## config.mk

```make
export PLATFORM = sky130hd
export DESIGN_NAME = axis_deadlock_monitor_p_flat
export DESIGN_NICKNAME = d
export VERILOG_FILES = /design/src/rtl/axis_deadlock_monitor_p_if.sv /design/src/rtl/axis_deadlock_monitor_p.sv /design/src/flat_wrapper.sv
export SDC_FILE = /design/constraint.sdc
export NUM_CORES = 1
export LEC_CHECK = 0
export ABC_AREA = 1
export BUFFER_PORTS_ARGS = -buffer_cell sky130_fd_sc_hd__buf_2
export CORE_AREA = 4 4 42 44
export CTS_CLUSTER_DIAMETER = 80
export DETAILED_ROUTE_END_ITERATION = 10
export DIE_AREA = 0 0 46 48
export PLACE_DENSITY = 0.86
export SYNTH_ARGS = -nofsm -noshare
export SYNTH_HDL_FRONTEND = slang
export SYNTH_SLANG_ARGS = --single-unit
```

## constraint.sdc

```tcl
create_clock -name clock -period 2.5 [get_ports clock]
set_input_delay 0.25 -clock clock [delete_from_list [all_inputs] [get_ports clock]]
set_output_delay 0.25 -clock clock [all_outputs]
set_load 0.01 [all_outputs]
```

## src/rtl/axis_deadlock_monitor_p_if.sv

```systemverilog
// Observation bundle for axis_deadlock_monitor_p: the stall/idle/child flags it watches and
// the detection outputs it reports. The harness side takes the master modport and the
// monitor takes the slave modport.
// AXIS_DEADLOCK_TIMESTAMP_EN adds block_time to the bundle.
interface axis_deadlock_monitor_p_if #(
  parameter int unsigned N_CHAN = 8,
  parameter int unsigned N_INST = 5,
  parameter int unsigned N_SUB  = 2
);
  logic [N_CHAN-1:0] axis_block_sigs;
  logic [N_INST-1:0] inst_idle_sigs;
  logic [N_SUB-1:0]  sub_block_in;
  logic              block;
  logic [N_CHAN-1:0] block_chan;
  logic              block_event;
`ifdef AXIS_DEADLOCK_TIMESTAMP_EN
  logic [31:0]       block_time;

  modport master (
    output axis_block_sigs, inst_idle_sigs, sub_block_in,
    input  block, block_chan, block_event, block_time
  );
  modport slave (
    input  axis_block_sigs, inst_idle_sigs, sub_block_in,
    output block, block_chan, block_event, block_time
  );
`else
  modport master (
    output axis_block_sigs, inst_idle_sigs, sub_block_in,
    input  block, block_chan, block_event
  );
  modport slave (
    input  axis_block_sigs, inst_idle_sigs, sub_block_in,
    output block, block_chan, block_event
  );
`endif
endinterface

```

## src/rtl/axis_deadlock_monitor_p.sv

```systemverilog
// Hierarchical AXI-Stream deadlock monitor. It combines the channels this level owns with
// the channels of the children that currently report a block. A qualifying condition must
// persist HOLD_CYCLES cycles before block asserts. When block asserts, the module captures
// which channels were stalled.
// Optional macro AXIS_DEADLOCK_TIMESTAMP_EN adds a free-running cycle counter. That counter
// is latched into block_time on each detection.
module axis_deadlock_monitor_p #(
  parameter int unsigned              N_CHAN        = 8,
  parameter int unsigned              N_INST        = 5,
  parameter int unsigned              N_SUB         = 2,
  parameter logic [N_CHAN-1:0]        LOCAL_MASK    = 8'h03,
  parameter logic [N_SUB*N_CHAN-1:0]  SUB_CHAN_MASK = 16'hF0_0C,
  parameter int unsigned              HOLD_CYCLES   = 1,
  parameter int unsigned              STICKY        = 0
) (
  input  logic clock,
  input  logic reset,
  input  logic clear,
  axis_deadlock_monitor_p_if.slave mon
);

  localparam int unsigned CNT_W = $clog2(HOLD_CYCLES + 1);

  typedef enum logic [1:0] {
    IDLE    = 2'd0,
    SUSPECT = 2'd1,
    BLOCKED = 2'd2
  } state_t;

  state_t            state_q, state_d;
  logic [CNT_W-1:0]  cnt_q, cnt_d;
  logic              enter_c;
  logic [N_CHAN-1:0] sel_mask_c;
  logic [N_CHAN-1:0] hit_vec_c;
  logic              all_idle_c;
  logic              cond_c;
  logic              block_q;
  logic [N_CHAN-1:0] block_chan_q;
  logic              block_event_q;

  // Eligible channels: local ones, plus every child slice whose child is blocking. Any
  // local or gated sub hit is then simply a set bit of hit_vec.
  always_comb begin
    sel_mask_c = LOCAL_MASK;
    for (int i = 0; i < int'(N_SUB); i++) begin
      if (mon.sub_block_in[i]) begin
        sel_mask_c = sel_mask_c | SUB_CHAN_MASK[i*N_CHAN +: N_CHAN];
      end
    end
    hit_vec_c  = mon.axis_block_sigs & sel_mask_c;
    all_idle_c = &mon.inst_idle_sigs;
    cond_c     = (|hit_vec_c) & ~all_idle_c;
  end

  // Next-state logic. Clear overrides the condition and restarts the hold window.
  always_comb begin
    state_d = state_q;
    cnt_d   = cnt_q;
    enter_c = 1'b0;
    if (clear) begin
      state_d = IDLE;
      cnt_d   = '0;
    end else begin
      case (state_q)
        IDLE: begin
          if (cond_c) begin
            if (HOLD_CYCLES == 1) begin
              state_d = BLOCKED;
              enter_c = 1'b1;
            end else begin
              state_d = SUSPECT;
              cnt_d   = CNT_W'(1);
            end
          end else begin
            cnt_d = '0;
          end
        end
        SUSPECT: begin
          if (!cond_c) begin
            state_d = IDLE;
            cnt_d   = '0;
          end else if (cnt_q == CNT_W'(HOLD_CYCLES - 1)) begin
            state_d = BLOCKED;
            enter_c = 1'b1;
          end else if (cnt_q != CNT_W'(HOLD_CYCLES)) begin
            cnt_d = cnt_q + CNT_W'(1);
          end
        end
        BLOCKED: begin
          if ((STICKY == 0) && !cond_c) begin
            state_d = IDLE;
            cnt_d   = '0;
          end
        end
        default: begin
          state_d = IDLE;
          cnt_d   = '0;
        end
      endcase
    end
  end

  // State, counter and registered outputs. block mirrors the BLOCKED state.
  always_ff @(posedge clock) begin
    if (!reset) begin
      state_q       <= IDLE;
      cnt_q         <= '0;
      block_q       <= 1'b0;
      block_chan_q  <= '0;
      block_event_q <= 1'b0;
    end else begin
      state_q       <= state_d;
      cnt_q         <= cnt_d;
      block_q       <= (state_d == BLOCKED);
      block_event_q <= enter_c;
      if (clear) begin
        block_chan_q <= '0;
      end else if (enter_c) begin
        block_chan_q <= hit_vec_c;
      end
    end
  end

  assign mon.block       = block_q;
  assign mon.block_chan  = block_chan_q;
  assign mon.block_event = block_event_q;

`ifdef AXIS_DEADLOCK_TIMESTAMP_EN
  logic [31:0] cycle_q;
  logic [31:0] block_time_q;

  // Free-running cycle counter. Its value is latched when the monitor enters BLOCKED.
  always_ff @(posedge clock) begin
    if (!reset) begin
      cycle_q      <= '0;
      block_time_q <= '0;
    end else begin
      cycle_q <= cycle_q + 32'd1;
      if (clear) begin
        block_time_q <= '0;
      end else if (enter_c) begin
        block_time_q <= cycle_q;
      end
    end
  end

  assign mon.block_time = block_time_q;
`endif

endmodule

```

## src/flat_wrapper.sv

```systemverilog
// flat-port wrapper written by rule: the top's interface ports become plain ports
module axis_deadlock_monitor_p_flat 
#(
  parameter int unsigned              N_CHAN        = 8,
  parameter int unsigned              N_INST        = 5,
  parameter int unsigned              N_SUB         = 2,
  parameter logic [N_CHAN-1:0]        LOCAL_MASK    = 8'h03,
  parameter logic [N_SUB*N_CHAN-1:0]  SUB_CHAN_MASK = 16'hF0_0C,
  parameter int unsigned              HOLD_CYCLES   = 1,
  parameter int unsigned              STICKY        = 0
)
  (clock, reset, clear, mon_axis_block_sigs, mon_inst_idle_sigs, mon_sub_block_in, mon_block, mon_block_chan, mon_block_event);
  axis_deadlock_monitor_p_if #(.N_CHAN(N_CHAN), .N_INST(N_INST), .N_SUB(N_SUB)) mon_i ();
  input  logic clock;
  input  logic reset;
  input  logic clear;
  input wire logic [$bits(mon_i.axis_block_sigs)-1:0] mon_axis_block_sigs;
  input wire logic [$bits(mon_i.inst_idle_sigs)-1:0] mon_inst_idle_sigs;
  input wire logic [$bits(mon_i.sub_block_in)-1:0] mon_sub_block_in;
  output wire logic [$bits(mon_i.block)-1:0] mon_block;
  output wire logic [$bits(mon_i.block_chan)-1:0] mon_block_chan;
  output wire logic [$bits(mon_i.block_event)-1:0] mon_block_event;
  assign mon_i.axis_block_sigs = mon_axis_block_sigs;
  assign mon_i.inst_idle_sigs = mon_inst_idle_sigs;
  assign mon_i.sub_block_in = mon_sub_block_in;
  assign mon_block = mon_i.block;
  assign mon_block_chan = mon_i.block_chan;
  assign mon_block_event = mon_i.block_event;
  axis_deadlock_monitor_p #(.N_CHAN(N_CHAN), .N_INST(N_INST), .N_SUB(N_SUB), .LOCAL_MASK(LOCAL_MASK), .SUB_CHAN_MASK(SUB_CHAN_MASK), .HOLD_CYCLES(HOLD_CYCLES), .STICKY(STICKY)) u_core (.clock(clock), .reset(reset), .clear(clear), .mon(mon_i));
endmodule
```

==> results.py <==
metrics = {
    "outcome": {
        "run_status": "complete, no violations",
    },
    "worst_setup_path": {
        "r2r_start": "u_core.state_q[0]$_SDFF_PN0_",
        "startpoint": "u_core.state_q[0]$_SDFF_PN0_",
        "critPathKind": "reg -> reg",
        "arrival_ns": 1.35,
        "start_kind": "flop",
        "crit_required_ns": 2.69,
        "cp-end-kind": "flop",
        "crit_fanout": 15,
    },
    "detailed_routing": {
        "drt_iter0_drc": 7,
        "drt-vias-per-instance": 4.39,
        "vias": 628,
        "wl_per_cell_um": 9.71,
        "wl_um": 1390,
        "firstDrtPassIters": 4,
        "post-route-drc-count": 0,
        "postRouteAntennaNets": 0,
    },
    "cts": {
        "cts_root_buf": "clkbuf_4",
        "htree_levels": 1,
        "cts_resized": 0,
        "cts.sinks": 13,
        "cts_buffers": 3,
        "clkTransAtPathRegs_ns": 0.09,
        "cts_tree": "yes",
        "cts_buffer_depth": 2,
        "clkLatencyLatePin_ns": 0.29,
        "postCtsSetupRepairBufs": 0,
        "cts_hold_buf": 0,
    },
    "grt": {
        "grt-ovfl-total": 0,
        "grt_max_degree": 16,
        "grt_pass1_vias": 540,
        "gr-usage-all-layers_pct": 13.6,
        "grt_pass1_wl_um": 2080,
        "antenna_found_initial": 0,
    },
    "flow_run": {
        "max_cap_viol_count": 0,
    },
    "placed_design": {
        "dp_slack_ns": 1.25,
        "numPortBuffers": 27,
        "post-dp-hpwl_um": 1100,
        "gp_congestion": 0.721,
    },
    "timing": {
        "fmax_mhz": 862,
        "rsz0062_at_grt": "no",
        "fin_worst_skew_ns": 0.0116,
        "fin_crit_ns": 1.16,
        "max_slew.worst_pin.slew_ns": 0.331,
        "finalSetupViolations": 0,
        "finalMaxSlewViolations": 0,
        "slew_headroom_pct": 77.9,
        "hold_viol_final": 0,
        "fin_ws_ns": 1.34,
        "finalCritPeriodShare_pct": 46.4,
        "finalSetupTns_ns": 0,
        "hold_slack_ns": 0.203,
    },
    "final_layout": {
        "nNetsFinal": 146,
        "register_area_um2": 260,
        "multi_input_area_um2": 290,
        "syn_to_final_growth_pct": 26.3,
        "n_fill_cell": 139,
        "drive_gt1_share_pct": 32.3,
        "antenna_cells": 0,
    },
    "floorplanning": {
        "die_y_um": 48,
        "die_area_mm2": 0.00221,
        "die_w_um": 46,
        "core_area_mm2": 0.00144,
        "initial_core_util_pct": 45.1,
        "pin_count": 28,
        "std_cell_rows": 14,
    },
    "yosys": {
        "synth-seq-cells": 13,
        "synth_nets": 115,
        "yosys.area_share.adder_pct": 0,
        "syn_area_per_cell_um2": 6.68,
        "yosys.area_share.simple_pct": 43.2,
        "synth_cells": 97,
        "synth.area.mux_share_pct": 0,
        "synth_top_area_share_pct": 40.2,
        "yosysTopAreaCell": "dfxtp_1",
        "ys_types": 14,
        "yosys-top-cells-area": "dfxtp_1 (40%), nand2_1 (15%), inv_1 (13%), nor2_1 (7.5%), nor2_2 (4.8%)",
        "synth_compound_area_share_pct": 1.54,
        "yosys_warnings": 0,
        "synth_top_family_by_area": "simple AND/OR/NAND/NOR gates",
        "syn-cell-area_um2": 648,
        "synth_xor_xnor_area_share_pct": 0,
        "yosysSeqAreaShare_pct": 40.2,
    },
    "power": {
        "intPower_uw": 309,
        "p_per_area_mw_per_mm2": 528,
        "p_leak_nw": 0.498,
        "sw_frac_of_total_pct": 28.3,
        "clock_power_share_pct": 31.4,
        "pwr-share-comb_pct": 17.9,
        "ir_drop_uv": 238,
        "power.switching_uw": 122,
        "pwr-share-seq_pct": 50.6,
    },
    "worst_hold_path": {
        "worstHoldStart": "mon_axis_block_sigs[1]",
        "hold_class": "in -> reg",
    },
}
[power by group through the flow]
| stage | clock network [mW] | registers (mW) | logic [mW] |
|---|---|---|---|
| floorplan | 0 | 0.227 | 0.0473 |
| global placement | 0 | 0.223 | 0.0754 |
| detailed placement | 0 | 0.224 | 0.0777 |
| CTS | 0.137 | 0.219 | 0.0783 |
| global route | 0.142 | 0.220 | 0.0891 |
| finish | 0.136 | 0.218 | 0.0775 |
[flip-flops by register name (all words and copies together), names as in the netlist]
signal                  cells
u_core.mon.block_event      1
u_core.mon.block_chan       8
u_core.state_q              2
u_core.cnt_q                1
u_core.mon.block            1
[cell usage in the layout (no fill, tap or decap), drive strengths merged]
master,instances
buf,27
clkbuf,4
dfxtp,13
inv,23
nand2,30
nand3,3
nand4,3
nor2,18
nor3,4
o21ai,2
[cell families (layout without fill, tap and decap cells)]
kind of cell / after synthesis / after routing
flip-flops: 13 / 13
AND/OR/NAND/NOR: 58 / 58
buffers and inverters: 24 / 54
AO/OA/AOI/OAI: 2 / 2
[metal layers]
metal / routed length, um / global-route usage (%) / up-vias / part of all wire (%)
met3: 96 / 1.13 / 7 / 6.9
met5: 0 / 0 / - / 0
li1: - / - / 346 / -
met1: 556 / 14.4 / 255 / 40
met2: 668 / 24.7 / 20 / 48
met4: 67 / 10.2 / 0 / 4.8
[per-stage QoR]
step           total power [mW]  cells  utilization (%)  instance area, um2
4_1_cts                   0.434    143             57.0                 818
2_1_floorplan             0.275     97                -                 648
5_1_grt                   0.450    143             57.0                 818
3_5_place_dp              0.301    139             55.1                 792
6_report                  0.432    143             57.0                 818
3_3_place_gp              0.299    139             55.1                 792
[cell usage after synthesis]
cell	instances
nand2_1	26
nand3_4	1
nor2_2	5
inv_1	23
dfxtp_1	13
nor2_1	13
nand2_2	3
buf_6	1
nand4_1	2
o21ai_0	2
nor3_1	4
nand4_2	1
nand3_1	2
nand2_4	1
[worst max-delay path, cell delays in order (launching register included)]
cell and delay [ns]:
dfxtp_1 0.31, nand2_1 0.10, nand3_1 0.09, inv_1 0.15, nand3_4 0.19, nor2_1 0.17, nor2_2 0.05
[layout make-up]
cell class | count | area share, %
tap | 16 | 2.45
multi-input combinational | 60 | 35.5
timing repair buffer | 27 | 16.5
inverter | 23 | 10.6
clock buffer | 4 | 3.21
sequential | 13 | 31.8
[worst paths after layout]
path / depth (start not counted) / endpoint / slack, ns
setup / recovery: 6 / u_core.mon.block_chan[7]$_SDFFE_PP0P_ / 1.34
setup reg to reg: 6 / u_core.mon.block_chan[7]$_SDFFE_PP0P_ / 1.34
hold reg to reg: 2 / u_core.cnt_q$_SDFFE_PP0P_ / 0.47
hold / removal: 3 / u_core.mon.block_chan[1]$_SDFFE_PP0P_ / 0.20
No activity file was read; power rests on OpenSTA's default activity.
